===== src/rtl/serial_add_seq.sv =====
// Bit-serial adder: adds two WIDTH-bit operands one bit per cycle through an external 1-bit full adder.
// Latency: done_valid rises WIDTH cycles after the accept edge; one operation in flight at a time.
// Backpressure: start_ready is low while RUN/DONE; DONE holds sum/co stable until done_ready.
//
// Ports: clk, rst (async active-high); start_valid/start_ready + a, b, ci request operands;
//        fa_a/fa_b/fa_ci drive the external full adder, fa_sum/fa_co return its result;
//        done_valid/done_ready + sum, co deliver the result; busy is high while RUN.
// Optional macro SERIAL_ADD_SUB_EN adds input port sub (1 = compute a-b, co=1 means no borrow).
module serial_add_seq #(
    parameter int WIDTH = 8
) (
    input  logic             clk,
    input  logic             rst,
    input  logic             start_valid,
    output logic             start_ready,
    input  logic [WIDTH-1:0] a,
    input  logic [WIDTH-1:0] b,
    input  logic             ci,
`ifdef SERIAL_ADD_SUB_EN
    input  logic             sub,
`endif
    output logic             fa_a,
    output logic             fa_b,
    output logic             fa_ci,
    input  logic             fa_sum,
    input  logic             fa_co,
    output logic             done_valid,
    input  logic             done_ready,
    output logic [WIDTH-1:0] sum,
    output logic             co,
    output logic             busy
);

    localparam int CW = (WIDTH > 1) ? $clog2(WIDTH) : 1;
    localparam logic [CW-1:0] CNT_LAST = CW'(WIDTH - 1);

    typedef enum logic [1:0] {
        ST_IDLE = 2'd0,
        ST_RUN  = 2'd1,
        ST_DONE = 2'd2
    } state_t;

    state_t            state_q,  state_d;
    logic [CW-1:0]     cnt_q,    cnt_d;
    logic              carry_q,  carry_d;
    logic [WIDTH-1:0]  a_sh_q,   a_sh_d;
    logic [WIDTH-1:0]  b_sh_q,   b_sh_d;
    logic [WIDTH-1:0]  sum_sh_q, sum_sh_d;

    // Subtraction is a + ~b + 1, so it only changes what is loaded at accept.
    logic sub_op;
`ifdef SERIAL_ADD_SUB_EN
    assign sub_op = sub;
`else
    assign sub_op = 1'b0;
`endif

    always_comb begin
        state_d     = state_q;
        cnt_d       = cnt_q;
        carry_d     = carry_q;
        a_sh_d      = a_sh_q;
        b_sh_d      = b_sh_q;
        sum_sh_d    = sum_sh_q;
        start_ready = 1'b0;
        done_valid  = 1'b0;
        busy        = 1'b0;
        fa_a        = 1'b0;
        fa_b        = 1'b0;
        fa_ci       = 1'b0;
        sum         = '0;
        co          = 1'b0;

        case (state_q)
            ST_IDLE: begin
                start_ready = 1'b1;
                if (start_valid) begin
                    a_sh_d   = a;
                    b_sh_d   = sub_op ? ~b : b;
                    carry_d  = sub_op ? 1'b1 : ci;
                    cnt_d    = '0;
                    sum_sh_d = '0;
                    state_d  = ST_RUN;
                end
            end
            ST_RUN: begin
                busy     = 1'b1;
                fa_a     = a_sh_q[0];
                fa_b     = b_sh_q[0];
                fa_ci    = carry_q;
                // LSB-first: after WIDTH shifts the first sum bit lands in bit 0.
                sum_sh_d = {fa_sum, sum_sh_q[WIDTH-1:1]};
                carry_d  = fa_co;
                a_sh_d   = a_sh_q >> 1;
                b_sh_d   = b_sh_q >> 1;
                cnt_d    = cnt_q + CW'(1);
                if (cnt_q == CNT_LAST) begin
                    state_d = ST_DONE;
                end
            end
            ST_DONE: begin
                done_valid = 1'b1;
                sum        = sum_sh_q;
                co         = carry_q;
                if (done_ready) begin
                    state_d = ST_IDLE;
                end
            end
            default: begin
                state_d = ST_IDLE;
            end
        endcase
    end

    always_ff @(posedge clk or posedge rst) begin
        if (rst) begin
            state_q  <= ST_IDLE;
            cnt_q    <= '0;
            carry_q  <= 1'b0;
            a_sh_q   <= '0;
            b_sh_q   <= '0;
            sum_sh_q <= '0;
        end else begin
            state_q  <= state_d;
            cnt_q    <= cnt_d;
            carry_q  <= carry_d;
            a_sh_q   <= a_sh_d;
            b_sh_q   <= b_sh_d;
            sum_sh_q <= sum_sh_d;
        end
    end

endmodule


===== config.mk =====
export PLATFORM = sky130hd
export DESIGN_NAME = serial_add_seq
export DESIGN_NICKNAME = d
export VERILOG_FILES = /design/src/rtl/serial_add_seq.sv
export SDC_FILE = /design/constraint.sdc
export NUM_CORES = 1
export LEC_CHECK = 0
export CORE_MARGIN = 5
export CORE_UTILIZATION = 48
export DETAILED_ROUTE_END_ITERATION = 12
export PLACE_DENSITY = 0.78
export SETUP_SLACK_MARGIN = 0.1
export SLEW_MARGIN = 20
export SYNTH_ARGS = -nofsm -noshare
export SYNTH_HDL_FRONTEND = slang
export SYNTH_SLANG_ARGS = --single-unit

===== constraint.sdc =====
create_clock -name clk -period 1.6 [get_ports clk]
set_input_delay 0.24 -clock clk [delete_from_list [all_inputs] [get_ports clk]]
set_output_delay 0.24 -clock clk [all_outputs]
set_load 0.005 [all_outputs]

After elaboration in Yosys (flattened, before gate mapping)
Cells that the tools add are included.
{ "op_classes": {"n_addsub": 1, "n_eq_ne": 6, "muxes": 22, "reduce_logical": 4} }
{ "ops": {"columns": ["cell", "count"], "rows": [
  ["8-bit case mux with 2 select lines", 3],
  ["8-bit two-way mux", 4],
  ["1-bit two-way mux", 8],
  ["2-bit two-way mux", 3],
  ["2-bit inequality test, second input constant", 3],
  ["2-bit case mux with 3 select lines", 1],
  ["3-bit case mux with 2 select lines", 1],
  ["3-bit by 1-bit adder with 3-bit output, second input constant", 1],
  ["3-bit == test, second input constant", 1],
  ["3-bit two-way mux", 1],
  ["3-bit AND reduction", 1],
  ["2-bit by 1-bit == test with 1-bit output, second input constant", 1],
  ["2-bit == test, second input constant", 1],
  ["2-bit logical NOT", 1],
  ["1-bit case mux with 2 select lines", 1],
  ["2-bit AND reduction", 1],
  ["2-bit nonzero test", 1]
]} }
{ "word_totals": {"regBits": 30, "in_bits": 23} }

Logic depth before layout (Yosys ltp)
{ "depth": {"ltp_word": 3, "mapped_depth": 5} }

Worst setup path after synthesis
Ideal clock, no wire load.
{ "synth_path": {"path_type": "reg-to-output", "startpoint": "register state_q[1]", "endpoint": "output fa_a", "t_arrival_ns": 1.041, "path_slack_ns": 0.319, "path_stages_with_launch": 6, "path_cell_list": "dfrtp_1 > buf_6 > nor2b_1 > buf_2 > buf_4 > and2_1"} }
{ "synth_via": {"elab_chain_len": 2} }
{ "synth_rtl": {"columns": ["element", "line", "source"], "rows": [
  ["start, declared", "43", "state_t state_q, state_d;"],
  ["start signal, assigned", "124", "state_q <= state_d;"],
  ["2-bit by 1-bit == test with 1-bit output", "74", "case (state_q)"],
  ["1-bit two-way mux", "74", null],
  ["end, declared", "22", "output logic fa_a,"]
]} }
Every way passes these cells.

Worst setup path in the final report
{ "layout_path": {"startpoint": "register state_q[0]", "endpoint": "output sum[7]"} }
{ "layout_via": {"elab_chain_len": 2} }
{ "layout_rtl": {"columns": ["element", "line", "source"], "rows": [
  ["2-bit == test", "74", null],
  ["8-bit two-way mux", "74", null],
  ["end, declared", "29", "output logic [WIDTH-1:0] sum,"]
]} }
Every way passes these cells.

==> results.py <==
metrics = {
    "clock_tree": {
        "cts_tree": "done",
        "cts_max_level": 2,
        "insertion_delay_ns": 0.32,
        "cts_buffer_depth": 2,
        "cts_root_buffer": "clkbuf_4",
        "numCtsBuffers": 5,
        "cts.sink_count": 30,
        "clkTransAtPathRegs_ns": 0.10,
    },
    "die": {
        "ioPinCount": 38,
        "die_area_mm2": 0.00439,
        "die_x_um": 66.3,
        "core_mm2": 0.00305,
        "die_y_um": 66.3,
        "rows": 20,
        "start_util_pct": 49.8,
    },
    "drt": {
        "drt_pass1_iterations": 4,
        "drt-initial-drc-count": 67,
        "drc": 0,
        "viasPerCell": 5.48,
        "totalWireLength_mm": 3.78,
        "wire_per_inst_um": 16.2,
        "antenna_left": 0,
        "vias": 1283,
    },
    "global_route": {
        "grt_util_all_layers_pct": 17.7,
        "grt_pass1_wl_mm": 5.89,
        "grt_pass1_vias": 1286,
        "grt_max_degree": 31,
        "grt.overflow.total": 0,
        "antenna_found_initial": 0,
    },
    "logic_synthesis": {
        "synth_top_family_by_area": "simple AND/OR/NAND/NOR gates",
        "synthMuxAreaShare_pct": 0.741,
        "syn_nets": 163,
        "synth.ff_latch_count": 30,
        "synth_compound_area_share_pct": 17.2,
        "synth_area_mm2": 0.00152,
        "synth_ff_type": "dfrtp_1",
        "ys_seq_area_share_pct": 49.4,
        "async_reset_ff_share_pct": 100,
        "synth_area_per_cell_um2": 11.0,
        "synth_warnings": 0,
        "synthDistinctLibCells": 21,
        "synth_edf_count": 0,
        "synth_fa_ha_area_share_pct": 1.65,
        "synth-simple-area-share_pct": 20.7,
        "synth_cells": 138,
        "synth-xor-area-share_pct": 0,
    },
    "sta": {
        "setup_tns_ns": -0.420,
        "worst_slack_ns": -0.0768,
        "fin_crit_ns": 1.68,
        "max_freq_mhz": 596,
        "setup_viol": 6,
        "drv_slew": 0,
        "tightest_slew_ns": 0.451,
        "final_hold_viol_count": 0,
        "clock_skew_ns": 0.00956,
        "timing.final.crit_share_pct": 105,
        "relSlewSlack_pct": 69.8,
        "rsz0062_at_grt": "true",
    },
    "worst_setup_path": {
        "slowest_stage": "dfrtp_1",
        "crit_required_ns": 1.36,
        "cp-end-kind": "output pin",
        "critical_path_buf_inv_count": 4,
        "slowest_delay_ns": 0.42,
        "path_max_fanout": 6,
        "cp_common_cell": "buf_6",
        "cp_cell_sequence": "buf_6 -> nor2b_4 -> buf_6 -> buf_6 -> and2_4 -> buf_6",
        "cp-start-kind": "flop",
        "crit_type": "flop to output pin",
        "arrival_ns": 1.44,
        "cp_top_family": "buffers and inverters",
    },
    "status": {
        "status": "complete, but fails checks",
        "violations": "setup timing",
    },
    "finish": {
        "layout.nets": 215,
        "area_growth_pct": 45.7,
        "diodes": 0,
        "drive_gt1_share_pct": 34.2,
    },
    "worst_hold_path": {
        "min_path_type": "input port to async pin",
    },
    "placement": {
        "pre_cts_slack_ns": -0.0220,
        "place_congestion": 0.745,
        "dp_hpwl_mm": 2.16,
        "io_buffers": 37,
    },
    "flow_run": {
        "drv_cap": 0,
    },
    "power": {
        "powerDensity_mw_per_mm2": 1600,
        "p_leak_nw": 1.01,
        "ir_drop_mv": 0.856,
    },
}
## timing repair
| action | 4_1_cts | 5_1_grt |
|---|---|---|
| buffers inserted | 6 | 2 |
| resized for setup | 91 | 18 |
| hold buffers | 0 | 0 |
| pin swaps | 29 | 3 |
| cloned | 1 | 2 |
| endpoints found under the setup margin | 15 | 43 |
## stage by stage
| stage | power (mW) | hold WS [ns] | instances | utilization, % | instance area (µm²) |
|---|---|---|---|---|---|
| 2_1_floorplan | 2.25 | 0.331 | 138 | - | 1520 |
| 3_3_place_gp | 2.64 | 0.475 | 217 | 63.5 | 1940 |
| 3_5_place_dp | 2.71 | 0.492 | 217 | 63.5 | 1940 |
| 4_1_cts | 3.35 | 0.302 | 230 | 68.5 | 2090 |
| 5_1_grt | 3.82 | 0.324 | 234 | 72.5 | 2210 |
| 6_report | 3.55 | 0.285 | 234 | 72.5 | 2210 |
## power by group
group          total, mW  internal [mW]  switching (mW)
Clock              0.411          0.166           0.246
Sequential          1.32           1.10           0.220
Combinational       1.82           1.01           0.805
## state kept, by name (all words and copies together), names as in the netlist
signal and cells:
a_sh_q 8, b_sh_q 8, sum_sh_q 8, cnt_q 3, state_q 2, carry_q 1
## placed cells by master (no fill, tap or decap), types with 2 or more instances in the layout
master and instances:
dfrtp_1 29, clkdlybuf4s50_1 22, inv_1 18, buf_6 18, nor3b_1 12, nor4b_1 11, a22o_1 11, buf_4 11
and2_4 10, a211oi_2 7, clkbuf_4 5, a211oi_1 4, nor2b_1 4, a222oi_1 3, buf_2 3, o21bai_4 2
nor2b_4 2, a32o_1 2, and2_1 2, nand2b_1 2, ha_1 2, clkbuf_1 2
## cells in the mapped netlist (all sizes together), types with 2 or more instances
cell | n | area [µm²]
dfrtp | 30 | 751
a32o | 2 | 20.0
ha | 2 | 25.0
a222oi | 3 | 30.0
nand2b | 2 | 12.5
a211oi | 11 | 82.6
nor2b | 6 | 37.5
nor4b | 11 | 96.3
a22o | 11 | 96.3
clkbuf | 2 | 7.51
nor3b | 12 | 90.1
inv | 18 | 67.6
and2 | 12 | 75.1
buf | 11 | 81.3
## cell type report
| class | count | area [µm²] |
|---|---|---|
| fillers | 228 | 838 |
| flip-flops and latches | 30 | 752 |
| multi-input cells | 78 | 724 |
| repair buffers | 57 | 571 |
| inverters | 18 | 67.6 |
| well taps | 44 | 55.1 |
| clock buffers | 7 | 45.0 |
## routing by layer
metal	routed length (µm)	track usage, %	vias to the layer above
li1	-	-	595
met1	1540	20.5	641
met2	1990	30.1	39
met3	177	5.27	8
met4	68	7.61	0
met5	0	0	-
## tightest hold or removal path: cells and delay by family
kind	cells	cell delay, ns
buffers and inverters	3	0.79
## final timing paths
kind                       startpoint          to  slack, ns  cells after the start
max                        state_q[0]      sum[7]      -0.08                      6
min                               rst   b_sh_q[3]       0.29                      3
max reg2reg                state_q[1]    cnt_q[0]       0.17                      4
min reg2reg                 a_sh_q[7]   a_sh_q[7]       0.52                      1
max in group asynchronous         rst  state_q[1]       1.00                      3
min in group clk                fa_co     carry_q       0.50                      3
## kinds of logic after synthesis
family                     Yosys count
muxes                                1
AOI/OAI and AO/OA                   30
adders and majority gates            2
and+or+nand+nor                     44
DFF                                 30
buffers and inverters               31
Power figures use the tool's default switching activity.
